`src/rtl/display_sete_leitor.sv`:
```
// display_sete_leitor: readback receiver for the multiplexed seven-segment display bus.
// It samples the active-low segment lines and the one-hot digit select. A pattern is
// accepted only after it has been seen unchanged for STABLE_CYCLES consecutive samples.
// Each accepted pattern is decoded back to BCD for the digit that was selected.
//
// Ports:
//   clock      - system clock; all logic is on the rising edge
//   reset      - asynchronous active-low reset
//   seg_in     - segment lines, active-low, bit 6 = a ... bit 0 = g
//   dig_sel    - one-hot, active-high digit select
//   digitos    - decoded BCD; digit k occupies [4k+3:4k] (4'hF = blank or never written)
//   validos    - per digit: the last accepted pattern was a digit 0-9
//   erro       - per digit: the last accepted pattern was illegal
//   atualizado - one-cycle pulse on every acceptance
//   indice     - index of the digit accepted with the current pulse; holds afterwards
module display_sete_leitor #(
  parameter int unsigned NUM_DIGITS    = 4,
  parameter int unsigned STABLE_CYCLES = 4
) (
  input  logic                                                  clock,
  input  logic                                                  reset,
  input  logic [6:0]                                            seg_in,
  input  logic [NUM_DIGITS-1:0]                                 dig_sel,
  output logic [4*NUM_DIGITS-1:0]                               digitos,
  output logic [NUM_DIGITS-1:0]                                 validos,
  output logic [NUM_DIGITS-1:0]                                 erro,
  output logic                                                  atualizado,
  output logic [((NUM_DIGITS > 1) ? $clog2(NUM_DIGITS) : 1)-1:0] indice
);

  localparam int unsigned IW = (NUM_DIGITS > 1) ? $clog2(NUM_DIGITS) : 1;
  localparam int unsigned CW = $clog2(STABLE_CYCLES + 1);

  localparam logic [1:0] StIdle  = 2'd0;
  localparam logic [1:0] StCount = 2'd1;
  localparam logic [1:0] StHeld  = 2'd2;

  localparam logic [1:0] KindDigit   = 2'd0;
  localparam logic [1:0] KindBlank   = 2'd1;
  localparam logic [1:0] KindIllegal = 2'd2;

  // Input register (_q) and the sample before it (_p), used for change detection.
  logic [6:0]            seg_q, seg_p;
  logic [NUM_DIGITS-1:0] sel_q, sel_p;

  always_ff @(posedge clock or negedge reset) begin
    if (!reset) begin
      seg_q <= 7'h7f;
      seg_p <= 7'h7f;
      sel_q <= '0;
      sel_p <= '0;
    end else begin
      seg_q <= seg_in;
      sel_q <= dig_sel;
      seg_p <= seg_q;
      sel_p <= sel_q;
    end
  end

  logic          sel_onehot;
  logic          changed;
  logic [IW-1:0] sel_idx;

  assign sel_onehot = $onehot(sel_q);
  // A select change and a segment change on the same edge count as a single change.
  assign changed    = (sel_q != sel_p) || (seg_q != seg_p);

  always_comb begin
    sel_idx = '0;
    for (int i = 0; i < int'(NUM_DIGITS); i++) begin
      if (sel_q[i]) sel_idx = IW'(i);
    end
  end

  // Segment pattern (abcdefg, active-low) back to BCD.
  logic [1:0] dec_kind;
  logic [3:0] dec_val;

  always_comb begin
    dec_kind = KindDigit;
    dec_val  = 4'h0;
    case (seg_q)
      7'b0000001: dec_val = 4'd0;
      7'b1001111: dec_val = 4'd1;
      7'b0010010: dec_val = 4'd2;
      7'b0000110: dec_val = 4'd3;
      7'b1001100: dec_val = 4'd4;
      7'b0100100: dec_val = 4'd5;
      7'b0100000: dec_val = 4'd6;
      7'b0001111: dec_val = 4'd7;
      7'b0000000: dec_val = 4'd8;
      7'b0000100: dec_val = 4'd9;
      7'b1111111: begin
        dec_kind = KindBlank;
        dec_val  = 4'hf;
      end
      default:    dec_kind = KindIllegal;
    endcase
  end

  logic [1:0]    state_q, state_d;
  logic [CW-1:0] cnt_q, cnt_d;
  logic          accept;

  always_comb begin
    state_d = state_q;
    cnt_d   = cnt_q;
    accept  = 1'b0;
    case (state_q)
      StCount, StHeld: begin
        if (changed) begin
          if (sel_onehot) begin
            state_d = StCount;
            cnt_d   = CW'(1);
          end else begin
            state_d = StIdle;
            cnt_d   = '0;
          end
        end else if (state_q == StCount) begin
          // Accept on the same edge the count reaches STABLE_CYCLES.
          if (cnt_q == CW'(STABLE_CYCLES - 1)) begin
            accept  = 1'b1;
            state_d = StHeld;
            cnt_d   = CW'(STABLE_CYCLES);
          end else begin
            cnt_d = cnt_q + CW'(1);
          end
        end
        // Held and unchanged: counter stays saturated, nothing re-accepted.
      end
      default: begin
        if (sel_onehot) begin
          state_d = StCount;
          cnt_d   = CW'(1);
        end else begin
          state_d = StIdle;
          cnt_d   = '0;
        end
      end
    endcase
  end

  always_ff @(posedge clock or negedge reset) begin
    if (!reset) begin
      state_q <= StIdle;
      cnt_q   <= '0;
    end else begin
      state_q <= state_d;
      cnt_q   <= cnt_d;
    end
  end

  always_ff @(posedge clock or negedge reset) begin
    if (!reset) begin
      digitos    <= '1;
      validos    <= '0;
      erro       <= '0;
      atualizado <= 1'b0;
      indice     <= '0;
    end else begin
      atualizado <= accept;
      if (accept) begin
        indice <= sel_idx;
        case (dec_kind)
          KindDigit, KindBlank: begin
            digitos[4*int'(sel_idx) +: 4] <= dec_val;
            validos[sel_idx]              <= (dec_kind == KindDigit);
            erro[sel_idx]                 <= 1'b0;
          end
          default: begin
            // Illegal pattern keeps the last good BCD value.
            validos[sel_idx] <= 1'b0;
            erro[sel_idx]    <= 1'b1;
          end
        endcase
      end
    end
  end

endmodule
```
`config.mk`:
```
export PLATFORM = sky130hd
export DESIGN_NAME = display_sete_leitor
export DESIGN_NICKNAME = d
export VERILOG_FILES = /design/src/rtl/display_sete_leitor.sv
export SDC_FILE = /design/constraint.sdc
export NUM_CORES = 1
export LEC_CHECK = 0
export BUFFER_PORTS_ARGS = -buffer_cell sky130_fd_sc_hd__buf_2
export CAP_MARGIN = 5
export CELL_PAD_IN_SITES_DETAIL_PLACEMENT = 1
export CELL_PAD_IN_SITES_GLOBAL_PLACEMENT = 1
export CORE_UTILIZATION = 45
export DETAILED_ROUTE_END_ITERATION = 16
export PLACE_DENSITY = 0.85
export SYNTH_ARGS = -nofsm -noshare
export SYNTH_HDL_FRONTEND = slang
export SYNTH_SLANG_ARGS = --single-unit
```
`constraint.sdc`:
```
create_clock -name clock -period 2.67 [get_ports clock]
set_input_delay 0.1335 -clock clock [delete_from_list [all_inputs] [get_ports clock]]
set_output_delay 0.1335 -clock clock [all_outputs]
set_load 0.01 [all_outputs]
```
==> results of run 1 <==
==> worst max-delay path by stage <==
stage              from          end  slack, ps
2_1_floorplan  seg_q[2]   digitos[0]        600
3_3_place_gp   seg_q[2]   digitos[0]        430
3_5_place_dp   seg_q[6]  digitos[13]        360
4_1_cts        seg_q[6]   digitos[5]        320
5_1_grt        seg_q[6]   digitos[0]        150
6_report       seg_q[6]   digitos[5]        350
==> report_power, final <==
| part | internal [mW] | total [mW] | switching, mW |
|---|---|---|---|
| clock | 0.197 | 0.495 | 0.298 |
| sequential | 0.851 | 0.880 | 0.0288 |
| combinational | 0.0625 | 0.150 | 0.0870 |
==> layout by cell type (no fill, tap or decap), drive strengths merged <==
cell          n
buf          44
inv          33
dfstp        30
dfrtp        24
nand2        17
mux2i        17
ha           13
xor2         11
dlygate4sd3  11
nor2         11
mux2         10
o21ai        10
a21oi         7
clkbuf        5
nor4          5
nand3         4
a2111oi       4
nor3          3
or3           3
a21o          2
nand2b        2
or3b          2
or2           2
and2b         1
nand4b        1
a31oi         1
a211o         1
and4b         1
o21bai        1
and2          1
nand4         1
o32ai         1
a32oi         1
a21boi        1
o21ba         1
nor3b         1
a211oi        1
fa            1
clkinv        1
==> synth_stat cells (all sizes together) (2+ instances only) <==
library cell	instances
o21ai	10
nand2	17
nand2b	2
or3b	2
nor3	3
a21o	2
inv	31
nand3	4
mux2	10
mux2i	17
a21oi	7
dfrtp	24
a2111oi	4
nor4	5
nor2	11
ha	13
or2	2
or3	3
dfstp	30
xor2	11
buf	8
==> state kept, by name (all words and copies together) (netlist names), named ones only <==
register	flops
seg_q	7
indice	2
cnt_q	3
digitos	16
state_q	2
atualizado	1
seg_p	7
validos	4
sel_p	4
sel_q	4
==> cells by family after synthesis <==
kind of cell             share of synthesized area (%)
AO/OA/AOI/OAI                                     11.2
XOR/XNOR                                          3.48
flip-flops                                        50.2
adder cells (fa/ha/maj)                           6.61
multiplexers                                      10.2
AND/OR/NAND/NOR                                   11.3
buffers and inverters                             7.01
==> routing by layer <==
layer | GRT usage, % | vias to the layer above | routed length [µm]
met1 | 25.6 | 927 | 2650
li1 | - | 877 | -
met4 | 4.82 | 0 | 56
met5 | 0 | - | 0
met2 | 34.0 | 28 | 2870
met3 | 5.34 | 6 | 194
==> what timing repair did <==
item,in CTS,in global routing
setup buffers,0,0
hold buffers,11,0
endpoints found under the hold margin,11,0
==> cell type report <==
class                   count  area (µm²)  area share, %
clock buffers               5        68.8           2.14
clock inverters             3        28.8          0.893
well taps                  75        93.8           2.91
repair buffers             55         343           10.6
multi-input cells         138        1180           36.7
inverters                  31         116           3.61
flip-flops and latches     54        1390           43.1
==> through the flow <==
step                      setup WS [ps]  hold WS, ps
final                               352        -21.1
after global routing                146         40.0
after CTS                           320         7.29
after detailed placement            358          240
after global placement              432          238
after floorplan                     598         -162
==> worst max-delay path, stage by stage (launching register included) <==
cell and delay [ps]:
sky130_fd_sc_hd__dfstp_2 660, sky130_fd_sc_hd__xor2_1 100, sky130_fd_sc_hd__nor4_1 420, sky130_fd_sc_hd__nand3_1 150, sky130_fd_sc_hd__buf_4 220, sky130_fd_sc_hd__a2111oi_4 400
sky130_fd_sc_hd__mux2i_1 270
==> results.txt, run 1 <==
The flow ran to the end, but the final reports show violations. The final reports fail on negative hold slack. Once the floorplan was initialized, standard cells occupied 46.7% of the core.

The via total after detailed routing came out at 1838. A synthesized cell averages 11.9 µm². The highest clock frequency the design can meet is 0.431 GHz. The smallest clock period supported by the final layout is computed as 2320 ps.

The final setup skew came out at 6.89 ps. The data required time of the worst path is 2920 ps. Setup repair after global routing left no endpoint under its margin. Summing every instance area after synthesis gives 0.00277 mm². Ranked by total cell area, the synthesized netlist is headed by sky130_fd_sc_hd__dfstp_2, sky130_fd_sc_hd__dfrtp_1, sky130_fd_sc_hd__mux2i_1. The distinct cell type count after synthesis came out at 45. The total iterations of the first detailed-routing run came out at 4. The number of I/O port buffers came out at 39. The predominant post-synthesis flop cell is sky130_fd_sc_hd__dfstp_2.

The number of antenna violations at the first check in global routing is 0. The synthesized design contains 54 register bits. The worst reg2reg path depth came out at 6. By startpoint and endpoint, the worst setup path is classified as flip-flop to flip-flop. The overall power is 1.52 mW. Setup violations remaining at the end of the flow were counted as 0. Measured along the x axis, the die boundary spans 80.4 µm.

The endpoint identified for the worst register-to-register timing path is digitos[5]. The area of all placed cells without fillers is 0.00322 mm². The source-to-sink clock delay at the later pin of the worst-skew pair came out at 320 ps.

TritonCTS built the clock tree. The routed wirelength normalized by instance count is 16.0 µm. The half-perimeter wire length after placement came out at 4110 µm. The floorplan has 28 rows. After clock tree synthesis, the clock-pin slew on the worst setup and hold paths is 100 ps. The signed area change from the synthesized netlist to the final layout is 16.5%. Setup slack on the worst reg-to-reg path comes out at 350 ps. The total of fill cells in the finished design came out at 672. The repair_antennas step left the layout with diodes totalling 0. The total number of yosys warnings came out at 0.

The global-route congestion overflow total came out at 0. The synthesized design spends more area on one cell type than any other, namely sky130_fd_sc_hd__dfstp_2. The power density of the placed cells is 473 mW/mm². At the worst endpoint, the arrival time is 2570 ps. The area of the core came out at 0.00592 mm². Summing all placed instances gives a cell area of 0.00301 mm². The sequential area share after synthesis is 50.2%. For this run, the post-layout net count is 312. The final count of pins violating max slew came out at 0. In this run the tightest slew margin relative to its limit is 31.9%. The cell count after placement is 342. The maximum buffer depth of the clock tree came out at 2. The maximum fanout along the worst path came out at 11. The portion of the clock cycle consumed by the worst path in the final layout came out at 86.8%. The worst setup path is captured at a flip-flop. The ratio of cells with drive above 1 in the final layout is 37.8%. The final routed wirelength across all metal layers is 5780 µm. The share of synthesized flip-flops with an asynchronous set or reset is 100%. The slew at the pin closest to its max-slew limit is 1020 ps. The number of clock sinks seen by CTS is 54.

The final instance count without filler cells came out at 361. Post-CTS repair changed the size of 0 cells. The area share of the largest cell type after synthesis came out at 28.5%. The die covers 0.00646 mm². Max-cap violations in this run came to 0.

In this run, synthesis inferred 0 flip-flops with an integrated enable. The post-synth net total came out at 259. The global-route wire length before repair is 9630 µm.

Counting the buffers created by CTS gives 5. The leakage power of the design came out at 1.38 nW. The number of endpoints with negative hold slack in the final report is 24.

The accumulated negative setup slack came out at 0 ps. The number of top-level pins is 40. The final worst hold slack came out at -21.1 ps. The worst hold path belongs to the class primary input to async pin. The utilization after layout came out at 54.4%. The number of global-route vias before repair is 1966. The launch instance of the worst register-to-register path is seg_q[6].

The detail route stage leaves a number of antenna-violating nets equal to 0. The largest net degree at the start of global routing came out at 47. The number of vias per cell is 5.09. The root cell of the clock tree is sky130_fd_sc_hd__clkbuf_8. The total routing resource utilization after global routing came out at 20.1%.

The count of routing violations after the opening detailed-route iteration came out at 57. The total number of H-tree levels came out at 2. The vertical extent of the die came out at 80.4 µm.

The global placement routability congestion is 0.804. The post-route DRC violation count is 0. STA classifies the critical path startpoint as a flip-flop. The synthesized netlist cell count came out at 232.

The largest vdd supply drop came out at 0.000407 V.
Power figures use the tool's default switching activity.
==> run 2, diff against run 1 <==
- CORE_UTILIZATION: 45 -> 49
- PLACE_DENSITY: 0.85 -> 0.91
- clock period: 2.67 -> 2.8 ns (I/O delays scaled with it)
==> results.txt, run 2 (synthesis gave the netlist of run 1 again) <==
The flow ran to the end, and the final reports show no timing, DRC or antenna violations. The min-delay analysis places its worst path in the category flip-flop to flip-flop. The launch instance of the worst register-to-register path is seg_q[2]. The initial cell density of the core is 52.5%. The maximum buffer depth of the clock tree came out at 2. The final count of pins violating max slew came out at 0.

The worst reg2reg path depth came out at 5. The routed design could run at a clock period as short as 2330 ps. The number of nets in the layout came out at 312. The count of routing violations after the opening detailed-route iteration came out at 55. The count of buffer and inverter cells on the critical path came out at 0. The total number of H-tree levels came out at 2.

The largest registers in the layout are digitos: 16 flops, seg_p: 7 flops, seg_q: 7 flops. The commonest non-fill, non-tap cell in the layout is sky130_fd_sc_hd__buf_2. The number of rows created at floorplan is 26. The final worst-path setup slack is 471 ps. The number of flip-flops in the largest register is 16. The vertical extent of the die is 77.1 µm. Buffers inserted during clock tree synthesis total 5. The highest clock frequency the design can meet is 0.429 GHz.

The leakage power of the design is 1.37 nW. The worst setup path is launched from a flip-flop. The worst setup path is captured at a flip-flop. The source-to-sink clock delay at the later pin of the worst-skew pair came out at 310 ps. The worst endpoint data arrival time came out at 2550 ps. The largest individual stage delay along the critical path comes from the cell sky130_fd_sc_hd__dfstp_2. The final setup skew came out at 10.0 ps. Ranked by flip-flop count, first place goes to digitos. The worst register-to-register path ends at digitos[15].

Setup repair after global routing left no endpoint under its margin. Setup slack on the worst reg-to-reg path comes out at 470 ps. The area of the core came out at 0.00527 mm². The data required time of the worst path came out at 3030 ps.

The launch point of the worst hold path is seg_q[0]. Summing all multi-input logic gate instances after layout gives 0.00118 mm². The global placement routability congestion is 0.868. The total of fill cells in the finished design is 605. The number of vias per cell is 5.28.

The register cell area after layout is 0.00139 mm². 40 I/O pins were placed. Leaving out fill and tap cells, the most frequent cells in the layout are sky130_fd_sc_hd__buf_2, sky130_fd_sc_hd__inv_1, sky130_fd_sc_hd__dfstp_2, sky130_fd_sc_hd__dfrtp_1. Detailed placement finished with a half-perimeter wire length of 4400 µm. The area of all placed cells without fillers is 0.00322 mm².

The number of antenna violations at the first check in global routing came out at 0. The total iterations of the first detailed-routing run came out at 4. The first global-routing pass estimated 10800 µm of wire.

The accumulated negative setup slack is 0 ps. Power spread over the standard cell area amounts to 444 mW/mm². For this run, design rule violations remaining after detail routing come to 0. The via total after detailed routing came out at 1881. 0 antenna diodes ended up in the layout. The area growth from synthesis to layout is 16.3%.

CTS saw 54 sinks. Across the run, the number of max-cap violations was 0. Setup violations remaining at the end of the flow were counted as 0. The number of gates resized after CTS was 0.

The relative slew slack is 37.0%. The slew at the pin closest to its max-slew limit came out at 945 ps. The critical path goes through or3b_4, a31oi_4, a21oi_2, a2111oi_4, mux2i_1. For this run, the slowest stage of the critical path takes 660 ps. The cell area reported after detailed placement came out at 0.00300 mm². Clock-pin slew was measured on the worst setup and hold paths at 90 ps.

The die covers 0.00595 mm². The worst hold path was traced through 0 stages. The global-route congestion overflow total came out at 0. The final routed wirelength across all metal layers is 6230 µm. The clock tree from TritonCTS is built. The count of nets left with antenna violations after detail routing is 0. The number of endpoints with negative hold slack in the final report is 0. The routed wirelength normalized by instance count came out at 17.5 µm. In this run the worst path has a maximum fanout of 10. The largest vdd supply drop is 0.000360 V. The ratio of cells with drive above 1 in the final layout came out at 37.4%. The total routing resource utilization after global routing is 23.4%. The root cell of the clock tree is sky130_fd_sc_hd__clkbuf_8. The number of global-route vias before repair is 2075. The critical path in this run is classified as flip-flop to flip-flop.

In this run the tool buffered the top-level ports with 39 buffer cells. OpenSTA, run right after detailed placement, puts the worst setup slack at 526 ps. In this design, the largest share of critical-path delay is due to compound AO/OA/AOI/OAI gates. The portion of the clock cycle consumed by the worst path in the final layout came out at 83.2%. The largest net degree at the start of global routing came out at 45. For hold timing, the worst endpoint is seg_p[0]. The die is 77.1 µm wide.
-- run 2: worst reg2reg max path: cells and delay by family (launching register included) --
family | cells | cell delay, ps
compound gates | 3 | 900
mux | 1 | 270
flops | 1 | 660
simple gates | 1 | 430
-- run 2: power breakdown --
group	internal, mW	total (mW)	switching (mW)
Combinational	0.0608	0.148	0.0868
Sequential	0.811	0.841	0.0299
Clock	0.199	0.440	0.241
Total	1.07	1.43	0.357
-- run 2: final cells by class --
cell class	instances	share of cell area [%]
multi-input combinational	138	36.8
sequential	54	43.2
clock inverter	2	0.389
tap	70	2.72
inverter	31	3.62
timing repair buffer	55	10.7
clock buffer	6	2.57
-- run 2: metrics by stage --
step | instances | hold slack, ps | util, % | total power, mW
floorplan | 232 | -156 | - | 0.935
global placement | 336 | 245 | 56.9 | 0.972
detailed placement | 336 | 246 | 56.9 | 0.986
CTS | 356 | 442 | 61.0 | 1.44
global route | 356 | 454 | 61.0 | 1.48
finish | 356 | 446 | 61.0 | 1.43
-- run 2: worst max path at each step --
stage,start,endpoint,slack [ps],depth (start not counted)
floorplan,seg_q[2],digitos[0],730,6
global placement,seg_q[2],digitos[13],580,5
detailed placement,seg_q[2],digitos[8],530,5
CTS,seg_q[2],digitos[15],490,5
global route,seg_q[0],digitos[3],340,6
finish,seg_q[2],digitos[15],470,5
-- run 2: timing repair --
| action | CTS | global route |
|---|---|---|
| buffers inserted | 0 | 0 |
| hold buffers | 12 | 0 |
| hold endpoints to repair | 22 | 0 |
-- run 2: routing by layer --
| metal | part of all wire (%) | track usage (%) |
|---|---|---|
| met3 | 2.9 | 3.57 |
| met5 | 0 | 0 |
| met4 | 1.5 | 5.85 |
| met1 | 44 | 30.7 |
| met2 | 52 | 40.3 |
